<file path="src/rtl/sent_pkg.sv">
// Shared constants, CRC helpers and FSM state type for the SENT transmit channel.
package sent_pkg;

    localparam logic [1:0] NO_PAUSE       = 2'd0;
    localparam logic [1:0] FIXED_PAUSE    = 2'd1;
    localparam logic [1:0] VARIABLE_PAUSE = 2'd2;
    localparam logic       LEGACY_CRC     = 1'b0;
    localparam logic       RECOMMEND_CRC  = 1'b1;

    // Entry i lives at bits [4*i +: 4]; listed from index 15 down to 0.
    localparam logic [63:0] CRC_TABLE = {4'd5, 4'd8, 4'd2, 4'd15, 4'd11, 4'd6, 4'd12, 4'd1,
                                         4'd4, 4'd9, 4'd3, 4'd14, 4'd10, 4'd7, 4'd13, 4'd0};
    localparam logic [3:0]  CRC_SEED  = 4'd5;

    localparam logic [9:0] SYNC_TICKS     = 10'd56;
    localparam logic [9:0] NIB_BASE_TICKS = 10'd12;

    localparam logic [7:0]  CTICK_MIN = 8'd3;
    localparam logic [7:0]  CTICK_MAX = 8'd90;
    localparam logic [7:0]  LTICK_MIN = 8'd4;
    localparam logic [7:0]  LTICK_MAX = 8'd11;
    localparam logic [15:0] PLEN_MIN  = 16'd12;
    localparam logic [15:0] PLEN_MAX  = 16'd768;
    localparam logic [9:0]  PAUSE_MIN = 10'd12;

    localparam logic [7:0] DEF_CTICK = 8'd3;
    localparam logic [3:0] DEF_LTICK = 4'd5;
    localparam logic [1:0] DEF_MODE  = NO_PAUSE;
    localparam logic [9:0] DEF_PLEN  = 10'd12;
    localparam logic       DEF_CRC   = LEGACY_CRC;

    typedef enum logic [2:0] {
        ST_IDLE,
        ST_FETCH,
        ST_LOAD,
        ST_SYNC,
        ST_NIB,
        ST_PAUSE
    } sent_state_e;

    function automatic logic [3:0] crc_tab(input logic [3:0] idx);
        return CRC_TABLE[{idx, 2'b00} +: 4];
    endfunction

    // Data nibbles D1..D6 only, D1 (bits 23:20) first; status is not covered.
    function automatic logic [3:0] crc4(input logic [23:0] data, input logic mode);
        logic [3:0] c;
        c = CRC_SEED;
        for (int i = 5; i >= 0; i--) c = data[i*4 +: 4] ^ crc_tab(c);
        if (mode == RECOMMEND_CRC) c = crc_tab(c);
        return c;
    endfunction

    function automatic logic [9:0] frame_ticks(input logic [27:0] word, input logic [3:0] crc);
        logic [9:0] t;
        t = SYNC_TICKS + 10'd96 + {6'd0, crc};
        for (int i = 0; i < 7; i++) t = t + {6'd0, word[i*4 +: 4]};
        return t;
    endfunction

endpackage

</file>
<file path="src/rtl/sent_tick_gen.sv">
// Programmable tick divider: tick_o pulses on the last clock of each period.
module sent_tick_gen #(
    parameter int TICK_CNT_W = 16
) (
    input  logic                  clk,
    input  logic                  rst,
    input  logic                  restart_i,
    input  logic [TICK_CNT_W-1:0] period_i,
    output logic                  tick_o
);

    logic [TICK_CNT_W-1:0] cnt_q;
    logic [TICK_CNT_W-1:0] cnt_d;

    assign tick_o = (cnt_q == period_i - TICK_CNT_W'(1));

    always_comb begin
        cnt_d = cnt_q + TICK_CNT_W'(1);
        if (restart_i || tick_o) cnt_d = '0;
    end

    always_ff @(posedge clk or posedge rst) begin
        if (rst) cnt_q <= '0;
        else     cnt_q <= cnt_d;
    end

endmodule

</file>
<file path="src/rtl/sent_tx_channel.sv">
// One SENT transmit channel: pops frame words from its FIFO and drives sync,
// status, six data nibbles, CRC and optional pause onto the idle-high line.
module sent_tx_channel
    import sent_pkg::*;
#(
    parameter int CLK_FREQ   = 10000000,
    parameter int TICK_CNT_W = 16
) (
    input  logic        clk,
    input  logic        rst,
    input  logic        cfg_valid,
    input  logic [7:0]  cfg_ctick_len,
    input  logic [7:0]  cfg_ltick_len,
    input  logic [1:0]  cfg_pause_mode,
    input  logic [15:0] cfg_pause_len,
    input  logic        cfg_crc_mode,
    input  logic        fifo_empty,
    output logic        fifo_rd_en,
    input  logic [31:0] fifo_dout,
    output logic        sent_o,
    output logic        busy,
    output logic        frame_done,
    output sent_state_e dbg_state_o
);

    localparam int CLKS_PER_US = CLK_FREQ / 1000000;

    sent_state_e state_q, state_d;
    logic [27:0] word_q, word_d;
    logic [3:0]  crc_q, crc_d;
    logic [2:0]  nib_idx_q, nib_idx_d;
    logic [9:0]  sym_cnt_q, sym_cnt_d;
    logic [9:0]  pause_ticks_q, pause_ticks_d;
    logic [7:0]  act_ctick_q, act_ctick_d;
    logic [3:0]  act_ltick_q, act_ltick_d;
    logic [1:0]  act_mode_q, act_mode_d;
    logic        sent_q, sent_d;
    logic        frame_done_q, frame_done_d;

    logic [7:0]  shd_ctick_q, shd_ctick_d;
    logic [3:0]  shd_ltick_q, shd_ltick_d;
    logic [1:0]  shd_mode_q, shd_mode_d;
    logic [9:0]  shd_plen_q, shd_plen_d;
    logic        shd_crc_q, shd_crc_d;

    logic [3:0]  crc_new, cur_nib;
    logic [9:0]  ft_new, pause_new, sym_len;
    logic        tick, restart, rd_en, line_active;
    logic [TICK_CNT_W-1:0] period;
    logic        unused_hi;

    assign unused_hi   = ^fifo_dout[31:28];
    assign period      = TICK_CNT_W'(act_ctick_q) * TICK_CNT_W'(CLKS_PER_US);
    assign fifo_rd_en  = rd_en & ~rst;
    assign busy        = (state_q != ST_IDLE) | fifo_rd_en;
    assign sent_o      = sent_q;
    assign frame_done  = frame_done_q;
    assign dbg_state_o = state_q;

    sent_tick_gen #(.TICK_CNT_W(TICK_CNT_W)) u_tick (
        .clk       (clk),
        .rst       (rst),
        .restart_i (restart),
        .period_i  (period),
        .tick_o    (tick)
    );

    // Shadow config with clamping; a pause mode of 3 collapses to no pause.
    always_comb begin
        shd_ctick_d = shd_ctick_q;
        shd_ltick_d = shd_ltick_q;
        shd_mode_d  = shd_mode_q;
        shd_plen_d  = shd_plen_q;
        shd_crc_d   = shd_crc_q;
        if (cfg_valid) begin
            if (cfg_ctick_len < CTICK_MIN)      shd_ctick_d = CTICK_MIN;
            else if (cfg_ctick_len > CTICK_MAX) shd_ctick_d = CTICK_MAX;
            else                                shd_ctick_d = cfg_ctick_len;
            if (cfg_ltick_len < LTICK_MIN)      shd_ltick_d = 4'(LTICK_MIN);
            else if (cfg_ltick_len > LTICK_MAX) shd_ltick_d = 4'(LTICK_MAX);
            else                                shd_ltick_d = 4'(cfg_ltick_len);
            if (cfg_pause_len < PLEN_MIN)       shd_plen_d  = 10'(PLEN_MIN);
            else if (cfg_pause_len > PLEN_MAX)  shd_plen_d  = 10'(PLEN_MAX);
            else                                shd_plen_d  = 10'(cfg_pause_len);
            shd_mode_d = (cfg_pause_mode == 2'd3) ? NO_PAUSE : cfg_pause_mode;
            shd_crc_d  = cfg_crc_mode;
        end
    end

    // Frame-constant values, evaluated against the word arriving in LOAD.
    always_comb begin
        crc_new = crc4(fifo_dout[23:0], shd_crc_d);
        ft_new  = frame_ticks(fifo_dout[27:0], crc_new);
        if (shd_mode_d == FIXED_PAUSE)           pause_new = shd_plen_d;
        else if (shd_plen_d >= ft_new + 10'd12)  pause_new = shd_plen_d - ft_new;
        else                                     pause_new = PAUSE_MIN;
    end

    always_comb begin
        cur_nib = crc_q;
        if (nib_idx_q != 3'd7) cur_nib = word_q[4*(6 - int'(nib_idx_q)) +: 4];
        case (state_q)
            ST_NIB:   sym_len = NIB_BASE_TICKS + {6'd0, cur_nib};
            ST_PAUSE: sym_len = pause_ticks_q;
            default:  sym_len = SYNC_TICKS;
        endcase
    end

    always_comb begin
        state_d       = state_q;
        word_d        = word_q;
        crc_d         = crc_q;
        nib_idx_d     = nib_idx_q;
        sym_cnt_d     = sym_cnt_q;
        pause_ticks_d = pause_ticks_q;
        act_ctick_d   = act_ctick_q;
        act_ltick_d   = act_ltick_q;
        act_mode_d    = act_mode_q;
        restart       = 1'b0;
        rd_en         = 1'b0;
        frame_done_d  = 1'b0;
        case (state_q)
            ST_IDLE: begin
                if (!fifo_empty) begin
                    rd_en   = 1'b1;
                    state_d = ST_FETCH;
                end
            end
            ST_FETCH: state_d = ST_LOAD;
            ST_LOAD: begin
                word_d        = fifo_dout[27:0];
                crc_d         = crc_new;
                pause_ticks_d = pause_new;
                act_ctick_d   = shd_ctick_d;
                act_ltick_d   = shd_ltick_d;
                act_mode_d    = shd_mode_d;
                restart       = 1'b1;
                sym_cnt_d     = '0;
                nib_idx_d     = '0;
                state_d       = ST_SYNC;
            end
            ST_SYNC, ST_NIB, ST_PAUSE: begin
                if (tick) begin
                    if (sym_cnt_q != sym_len - 10'd1) begin
                        sym_cnt_d = sym_cnt_q + 10'd1;
                    end else begin
                        sym_cnt_d = '0;
                        if (state_q == ST_SYNC) begin
                            state_d = ST_NIB;
                        end else if (state_q == ST_NIB && nib_idx_q != 3'd7) begin
                            nib_idx_d = nib_idx_q + 3'd1;
                        end else if (state_q == ST_NIB && act_mode_q != NO_PAUSE) begin
                            state_d = ST_PAUSE;
                        end else begin
                            state_d      = ST_IDLE;
                            frame_done_d = 1'b1;
                        end
                    end
                end
            end
            default: state_d = ST_IDLE;
        endcase
        // Line level is registered from next-state values so it only moves on ticks.
        line_active = (state_d == ST_SYNC) || (state_d == ST_NIB) || (state_d == ST_PAUSE);
        sent_d      = !(line_active && (sym_cnt_d < {6'd0, act_ltick_d}));
    end

    always_ff @(posedge clk or posedge rst) begin
        if (rst) begin
            state_q       <= ST_IDLE;
            word_q        <= '0;
            crc_q         <= '0;
            nib_idx_q     <= '0;
            sym_cnt_q     <= '0;
            pause_ticks_q <= PAUSE_MIN;
            act_ctick_q   <= DEF_CTICK;
            act_ltick_q   <= DEF_LTICK;
            act_mode_q    <= DEF_MODE;
            sent_q        <= 1'b1;
            frame_done_q  <= 1'b0;
            shd_ctick_q   <= DEF_CTICK;
            shd_ltick_q   <= DEF_LTICK;
            shd_mode_q    <= DEF_MODE;
            shd_plen_q    <= DEF_PLEN;
            shd_crc_q     <= DEF_CRC;
        end else begin
            state_q       <= state_d;
            word_q        <= word_d;
            crc_q         <= crc_d;
            nib_idx_q     <= nib_idx_d;
            sym_cnt_q     <= sym_cnt_d;
            pause_ticks_q <= pause_ticks_d;
            act_ctick_q   <= act_ctick_d;
            act_ltick_q   <= act_ltick_d;
            act_mode_q    <= act_mode_d;
            sent_q        <= sent_d;
            frame_done_q  <= frame_done_d;
            shd_ctick_q   <= shd_ctick_d;
            shd_ltick_q   <= shd_ltick_d;
            shd_mode_q    <= shd_mode_d;
            shd_plen_q    <= shd_plen_d;
            shd_crc_q     <= shd_crc_d;
        end
    end

endmodule

</file>
<file path="config.mk">
export PLATFORM = sky130hd
export DESIGN_NAME = sent_tx_channel
export DESIGN_NICKNAME = d
export VERILOG_FILES = /design/src/rtl/sent_pkg.sv /design/src/rtl/sent_tick_gen.sv /design/src/rtl/sent_tx_channel.sv
export SDC_FILE = /design/constraint.sdc
export NUM_CORES = 1
export LEC_CHECK = 0
export CAP_MARGIN = 15
export CORE_MARGIN = 3
export CORE_UTILIZATION = 50
export CTS_BUF_LIST = sky130_fd_sc_hd__clkbuf_16
export DETAILED_ROUTE_END_ITERATION = 7
export PLACE_DENSITY = 0.77
export SLEW_MARGIN = 5
export SYNTH_ARGS = -nofsm -noshare
export SYNTH_HDL_FRONTEND = slang
export SYNTH_SLANG_ARGS = --single-unit
</file>
<file path="constraint.sdc">
create_clock -name clk -period 11.6 [get_ports clk]
set_input_delay 2.9 -clock clk [delete_from_list [all_inputs] [get_ports clk]]
set_output_delay 2.9 -clock clk [all_outputs]
set_load 0.1 [all_outputs]
</file>
-- After elaboration in Yosys (flattened, before gate mapping)
Cells that the tools add are included.
- register bits after elaboration: 115
- bits in latches: 0
- memory bits (writable): 0
- ROM bits: 0
- input bits: 71
- output and inout port bits: 7
- logic and storage cells: 132
- memories: 0
- add/subtract/negate cells: 17
- multiply operators: 1
- divide/modulo/power cells: 0
- order comparisons: 8
- equal/unequal tests: 17
- shift-type cells: 7
- multiplexer cells: 43
- bitwise logic cells: 9
- reductions and logical operators: 13
- operators by type and width (operator ; number):
    indexed part select 64 x 7 -> 4 bit (first input constant) ; 6
    2-to-1 mux 10 bit ; 7
    adder 10 x 4 -> 10 bit ; 6
    case mux 10 bit (2 select lines) ; 2
    2-to-1 mux 3 bit ; 10
    indexed part select 28 x 6 -> 4 bit ; 1
    2-to-1 mux 4 bit ; 6
    2-to-1 mux 8 bit ; 3
    bitwise XOR 4 bit ; 5
    adder 16 x 1 -> 16 bit (second input constant) ; 1
    equality test 16 bit ; 1
    > comparator 16 x 10 -> 1 bit (second input constant) ; 1
    < comparator 16 x 4 -> 1 bit (second input constant) ; 1
    2-to-1 mux 16 bit ; 1
    subtractor 12 x 1 -> 13 bit (second input constant) ; 1
    equality test 3 bit (second input constant) ; 4
    case mux 3 bit (4 select lines) ; 1
    multiplier 8 x 3 -> 11 bit (second input constant) ; 1
    adder 10 x 1 -> 10 bit (second input constant) ; 1
    adder 10 x 4 -> 10 bit (second input constant) ; 1
    adder 9 x 4 -> 10 bit ; 1
    >= comparator 10 bit ; 1
    < comparator 10 x 4 -> 1 bit ; 1
    2-to-1 mux 1 bit ; 10
    other kinds (32) ; 42

-- Logic depth before layout (Yosys ltp)
- depth in word-level cells: 25
- depth in mapped cells: 40
- mapped depth without buffers: 39

-- Hierarchy
A second synthesis with hierarchy kept.
- cell total of the unflattened synthesis: 977
- area, all modules: 8904.8 µm²
- by module, submodules not included (module ; times used ; cells each ; area each (µm²) ; sequential area each (µm²)):
    sent_tx_channel ; 1 ; 806 ; 7400.8 ; 2493.6
    sent_tick_gen ; 1 ; 171 ; 1503.9 ; 400.4

-- Worst setup path before layout
No wires, ideal clock.
- path kind: input to register
- from: input fifo_dout[21]
- to: register pause_ticks_q[0]
- library setup time: 136 ps
- data arrival time: 11315 ps
- data required time: 11464 ps
- slack: 149 ps
- cell stages on the path: 39
- buffers on the path: 1
- path through: inv_1 -> ha_1 -> xnor3_1 -> ha_1 -> nor2b_1 -> o211a_1 -> nor2_1 -> ha_1 -> mux2i_1 -> xor2_1 -> ha_1 -> nand2b_1 -> a211oi_1 -> nand2b_1 -> xor2_1 -> xnor3_1 -> o21ai_2 -> xor2_2 -> (+3 left out) -> fa_1 -> inv_1 -> fa_1 -> ha_1 -> inv_1 -> fa_1 -> ha_1 -> ha_1 -> a21o_1 -> a21o_1 -> a21o_1 -> a21o_1 -> a21o_1 -> a21o_1 -> a21o_1 -> clkbuf_1 -> a31oi_1 -> o21ai_0
- cells in the longest elaborated chain, start to end: 25
- elaborated cells between the ends (all ways): 26
- classes of those cells: add/sub: 10; order compare: 1; shift: 6; mux: 3; bitwise: 6
- ends and longest elaborated chain (item ; line ; source):
    start: declaration ; sent_tx_channel.sv:19 ; input logic [31:0] fifo_dout,
    NOT 2 bit (no source line) * ; -- ;
    indexed part select 64 x 7 -> 4 bit * ; sent_pkg.sv:42 ; return CRC_TABLE[{idx, 2'b00} +: 4];
    bitwise XOR 4 bit * ; sent_pkg.sv:49 ; for (int i = 5; i >= 0; i--) c = data[i*4 +: 4] ^ crc_tab(c);
    indexed part select 64 x 7 -> 4 bit * ; sent_pkg.sv:42 ;
    bitwise XOR 4 bit * ; sent_pkg.sv:49 ;
    indexed part select 64 x 7 -> 4 bit * ; sent_pkg.sv:42 ;
    bitwise XOR 4 bit * ; sent_pkg.sv:49 ;
    indexed part select 64 x 7 -> 4 bit * ; sent_pkg.sv:42 ;
    (+5 left out) ; -- ;
    net crc_new[2] ; sent_tx_channel.sv:46 ; logic [3:0] crc_new, cur_nib;
    adder 8 x 4 -> 9 bit * ; sent_pkg.sv:56 ; t = SYNC_TICKS + 10'd96 + {6'd0, crc};
    adder 9 x 4 -> 10 bit * ; sent_pkg.sv:57 ; for (int i = 0; i < 7; i++) t = t + {6'd0, word[i*4 +: 4]};
    adder 10 x 4 -> 10 bit * (6 in a row) ; sent_pkg.sv:57 ;
    adder 10 x 4 -> 10 bit * ; sent_tx_channel.sv:95 ; else if (shd_plen_d >= ft_new + 10'd12) pause_new = shd_plen_d - ft_new;
    >= comparator 10 bit * ; sent_tx_channel.sv:95 ;
    2-to-1 mux 10 bit * ; sent_tx_channel.sv:95 ;
    2-to-1 mux 10 bit * ; sent_tx_channel.sv:94 ; if (shd_mode_d == FIXED_PAUSE) pause_new = shd_plen_d;
    end signal: assignment ; sent_tx_channel.sv:192 ; pause_ticks_q <= pause_ticks_d;
    end: declaration ; sent_tx_channel.sv:33 ; logic [9:0] pause_ticks_q, pause_ticks_d;
The timed path passes the listed nets; every way through them passes the cells marked *.
A chain may end at the register's enable or synchronous reset.

-- Final worst setup path
- from: input fifo_dout[21]
- to: register pause_ticks_q[8]
- cells in the longest elaborated chain, start to end: 25
- elaborated cells between the ends (all ways): 26
- classes of those cells: add/sub: 10; order compare: 1; shift: 6; mux: 3; bitwise: 6
- ends and longest elaborated chain (item ; line):
    NOT 2 bit (no source line) * ; --
    indexed part select 64 x 7 -> 4 bit * ; sent_pkg.sv:42
    bitwise XOR 4 bit * ; sent_pkg.sv:49
    indexed part select 64 x 7 -> 4 bit * ; sent_pkg.sv:42
    bitwise XOR 4 bit * ; sent_pkg.sv:49
    indexed part select 64 x 7 -> 4 bit * ; sent_pkg.sv:42
    bitwise XOR 4 bit * ; sent_pkg.sv:49
    indexed part select 64 x 7 -> 4 bit * ; sent_pkg.sv:42
    (+5 left out) ; --
    net crc_new[2] ; sent_tx_channel.sv:46
    adder 8 x 4 -> 9 bit * ; sent_pkg.sv:56
    adder 9 x 4 -> 10 bit * ; sent_pkg.sv:57
    adder 10 x 4 -> 10 bit * (6 in a row) ; sent_pkg.sv:57
    adder 10 x 4 -> 10 bit ; sent_tx_channel.sv:95
    >= comparator 10 bit ; sent_tx_channel.sv:95
    2-to-1 mux 10 bit * ; sent_tx_channel.sv:95
    2-to-1 mux 10 bit * ; sent_tx_channel.sv:94
Marks and branches as above.

==> flow_metrics.tcl <==
set metrics [dict create \
    synth_top_area_share 0.278 \
    maxCapViolCount 0 \
    ant_nets 0 \
    dp_hpwl_um 16800 \
    end_kind "register" \
    cts_buffers 17 \
    reg2reg_slack_ns 5.38 \
    relSlewSlack 0.350 \
    worst_slew_pin_slew_ns 0.976 \
    hold_class "reg2reg" \
    cp_num_buf_inv 5 \
    antenna_cells 0 \
    min_from "pause_ticks_q[4]" \
    yosys-top-cells-area "dfrtp_1 (28%), ha_1 (8.6%), nand2_1 (5.8%), fa_1 (5.5%), xnor2_1 (3.8%)" \
    groute.usage.overall 0.233 \
    final_layout_size_suffix_gt1_frac 0.154 \
    routed_wl_um 23400 \
    startpoint_type "input pin" \
    ys_seq_area_frac 0.315 \
    start_util 0.520 \
    cp.required_ns 11.87 \
    ys_async_sr_fraction 1.00 \
    cts_tree "done" \
    status "finished, final reports clean" \
    num-fill-cells 1423 \
    num_vias 8058 \
    worst_clock_skew_ns 0.00951 \
    finalSetupViolCount 0 \
    yosysUniqueCellTypes 88 \
    clock-sinks 115 \
    grt_pass1_wl_um 38200 \
    synth_edf_count 0 \
    crit_cells 39 \
    synth_top_area_cell "dfrtp_1" \
    r2r-end "sent_o" \
    clk_pin_slew_ns 0.06 \
    gp_congestion 0.881 \
    yosys_most_used_dff "dfrtp_1" \
    htree_levels 4 \
    drc 0 \
    period_minus_slack_ns 11.31 \
    grt_pass1_vias 7687 \
    rows 48 \
    io_buffers 73 \
    fmax_mhz 88.5 \
    syn-cell-area_um2 9180 \
    cp_top_family "adder cells" \
    overflow 0 \
    avgSynthCellArea_um2 8.86 \
    dieHeight_um 142 \
    period_share 0.975 \
    root_buffer "clkbuf_16" \
    die_area_um2 20000 \
    cts_hold_buf 0 \
    reg2reg_depth 24 \
    critPathMostFrequentCell "a21o_1" \
    ys_ff_latch 115 \
    antenna_found_initial 0 \
    die_width_um 142 \
    area_delta_synth_final_pct 25.2 \
    slowest_stage "fa_1" \
    core_um2 17700 \
    crit_start "fifo_dout[21]" \
    regToRegStartpoint "nib_idx_q[0]" \
    routedWlPerCell_um 16.7 \
    synth_nets 1195 \
    fin_nets 1320 \
    insertion_delay_ns 0.42 \
    whs_ns 0.474 \
    io_pins 78 \
    syn_inst 1036 \
    ys_warn_count 0 \
    grt_start_max_net_pins 69 \
    slew_viol_final 0 \
    hold_path_depth 2 \
    max_stage_delay_ns 0.57 \
    cp_max_fo 8 \
    finalHoldViolations 0 \
    crit_type "in2reg" \
    firstDrtPassIters 6 \
    drtIter0Drc 635 \
    arrival_ns 11.58 \
    crit_end "pause_ticks_q[8]" \
    cts_buffer_depth 2 \
    via_per_inst 5.76 \
]
==> Yosys cell counts (19+ instances only) <==
| library cell | number |
|---|---|
| nand2_1 | 142 |
| dfrtp_1 | 102 |
| nand3_1 | 23 |
| clkbuf_1 | 28 |
| nor3_1 | 23 |
| xor2_1 | 34 |
| nor2_1 | 70 |
| fa_1 | 25 |
| and3_1 | 22 |
| nor2b_1 | 26 |
| ha_1 | 63 |
| a21oi_1 | 46 |
| inv_1 | 77 |
| xnor2_1 | 40 |
| o21ai_0 | 44 |
| nand2b_1 | 19 |
==> flip-flops by register name, summed over array words and instances, names as in the netlist, 2 cells and up <==
name	cells
crc_q	4
pause_ticks_q	10
act_ltick_q	4
dbg_state_o	3
sym_cnt_q	10
shd_plen_q	10
shd_ltick_q	4
u_tick.cnt_q	16
word_q	28
shd_mode_q	2
shd_ctick_q	8
act_mode_q	2
act_ctick_q	8
nib_idx_q	3
==> final cells by class <==
class	instances	area [um^2]	share of cell area
inverters	77	292	0.0254
well taps	225	282	0.0245
multi-input cells	806	6130	0.533
clock buffers	17	425	0.0370
repair buffers	144	1260	0.110
clock inverters	15	215	0.0187
flip-flops and latches	115	2890	0.252
==> cell families after synthesis <==
group,count (synthesis),synth area share
fa+ha+maj,91,0.144
other cells,1,0.000408
flops,115,0.315
buf+inv,115,0.0489
xor+xnor,82,0.0882
compound gates,217,0.160
simple gates,385,0.208
mux,30,0.0362
==> worst reg2reg max path: cells and delay by family (launching register included) <==
| kind | cells | cell delay (ns) |
|---|---|---|
| DFF | 1 | 0.55 |
| AOI/OAI and AO/OA | 9 | 2.14 |
| and+or+nand+nor | 9 | 1.49 |
| muxes | 2 | 0.55 |
| adders and majority gates | 4 | 1.37 |
==> worst min-delay path by stage <==
stage | to | slack (ns)
after global routing | pause_ticks_q[4] | 0.50
after floorplan | word_q[4] | 0.44
after global placement | word_q[5] | 0.45
final | pause_ticks_q[4] | 0.47
after CTS | word_q[5] | 0.47
after detailed placement | word_q[5] | 0.46
==> metrics by stage <==
step | instance area [um^2] | instances | setup WS (ns) | util | TNS [ns]
3_3_place_gp | 10500 | 1359 | -0.473 | 0.596 | -4.20
4_1_cts | 11300 | 1396 | 0.00705 | 0.638 | 0
5_1_grt | 11500 | 1399 | -0.0842 | 0.651 | -0.239
3_5_place_dp | 10500 | 1359 | -0.626 | 0.596 | -5.53
2_1_floorplan | 9180 | 1036 | 0.149 | - | 0
6_report | 11500 | 1399 | 0.295 | 0.651 | 0
==> metal layers <==
metal,share of wire,global-route usage,wire length (um)
met4,0.018,0.0672,431
met5,0,0,0
met3,0.047,0.0418,1090
met1,0.45,0.323,10500
met2,0.49,0.377,11400
==> placed cells by master, fill, tap and decap left out, types with 23 or more instances in the layout <==
cell type	instances
a21oi_1	44
nand2_1	141
fa_1	24
nor2_1	68
buf_4	70
nand3_1	23
inv_1	72
ha_1	55
xor2_1	30
dfrtp_1	102
nor2b_1	26
xnor2_1	39
o21ai_0	41
clkdlybuf4s50_1	69
==> what timing repair did <==
action,in CTS,in global routing
buffers inserted,5,3
hold endpoints to repair,0,0
setup endpoints to repair,10,10
resized for setup,12,43
pin swaps,5,32
Power is left out: the tool's default activity adds up to more than one toggle a clock period on the data nets, which glitch-free logic cannot reach.
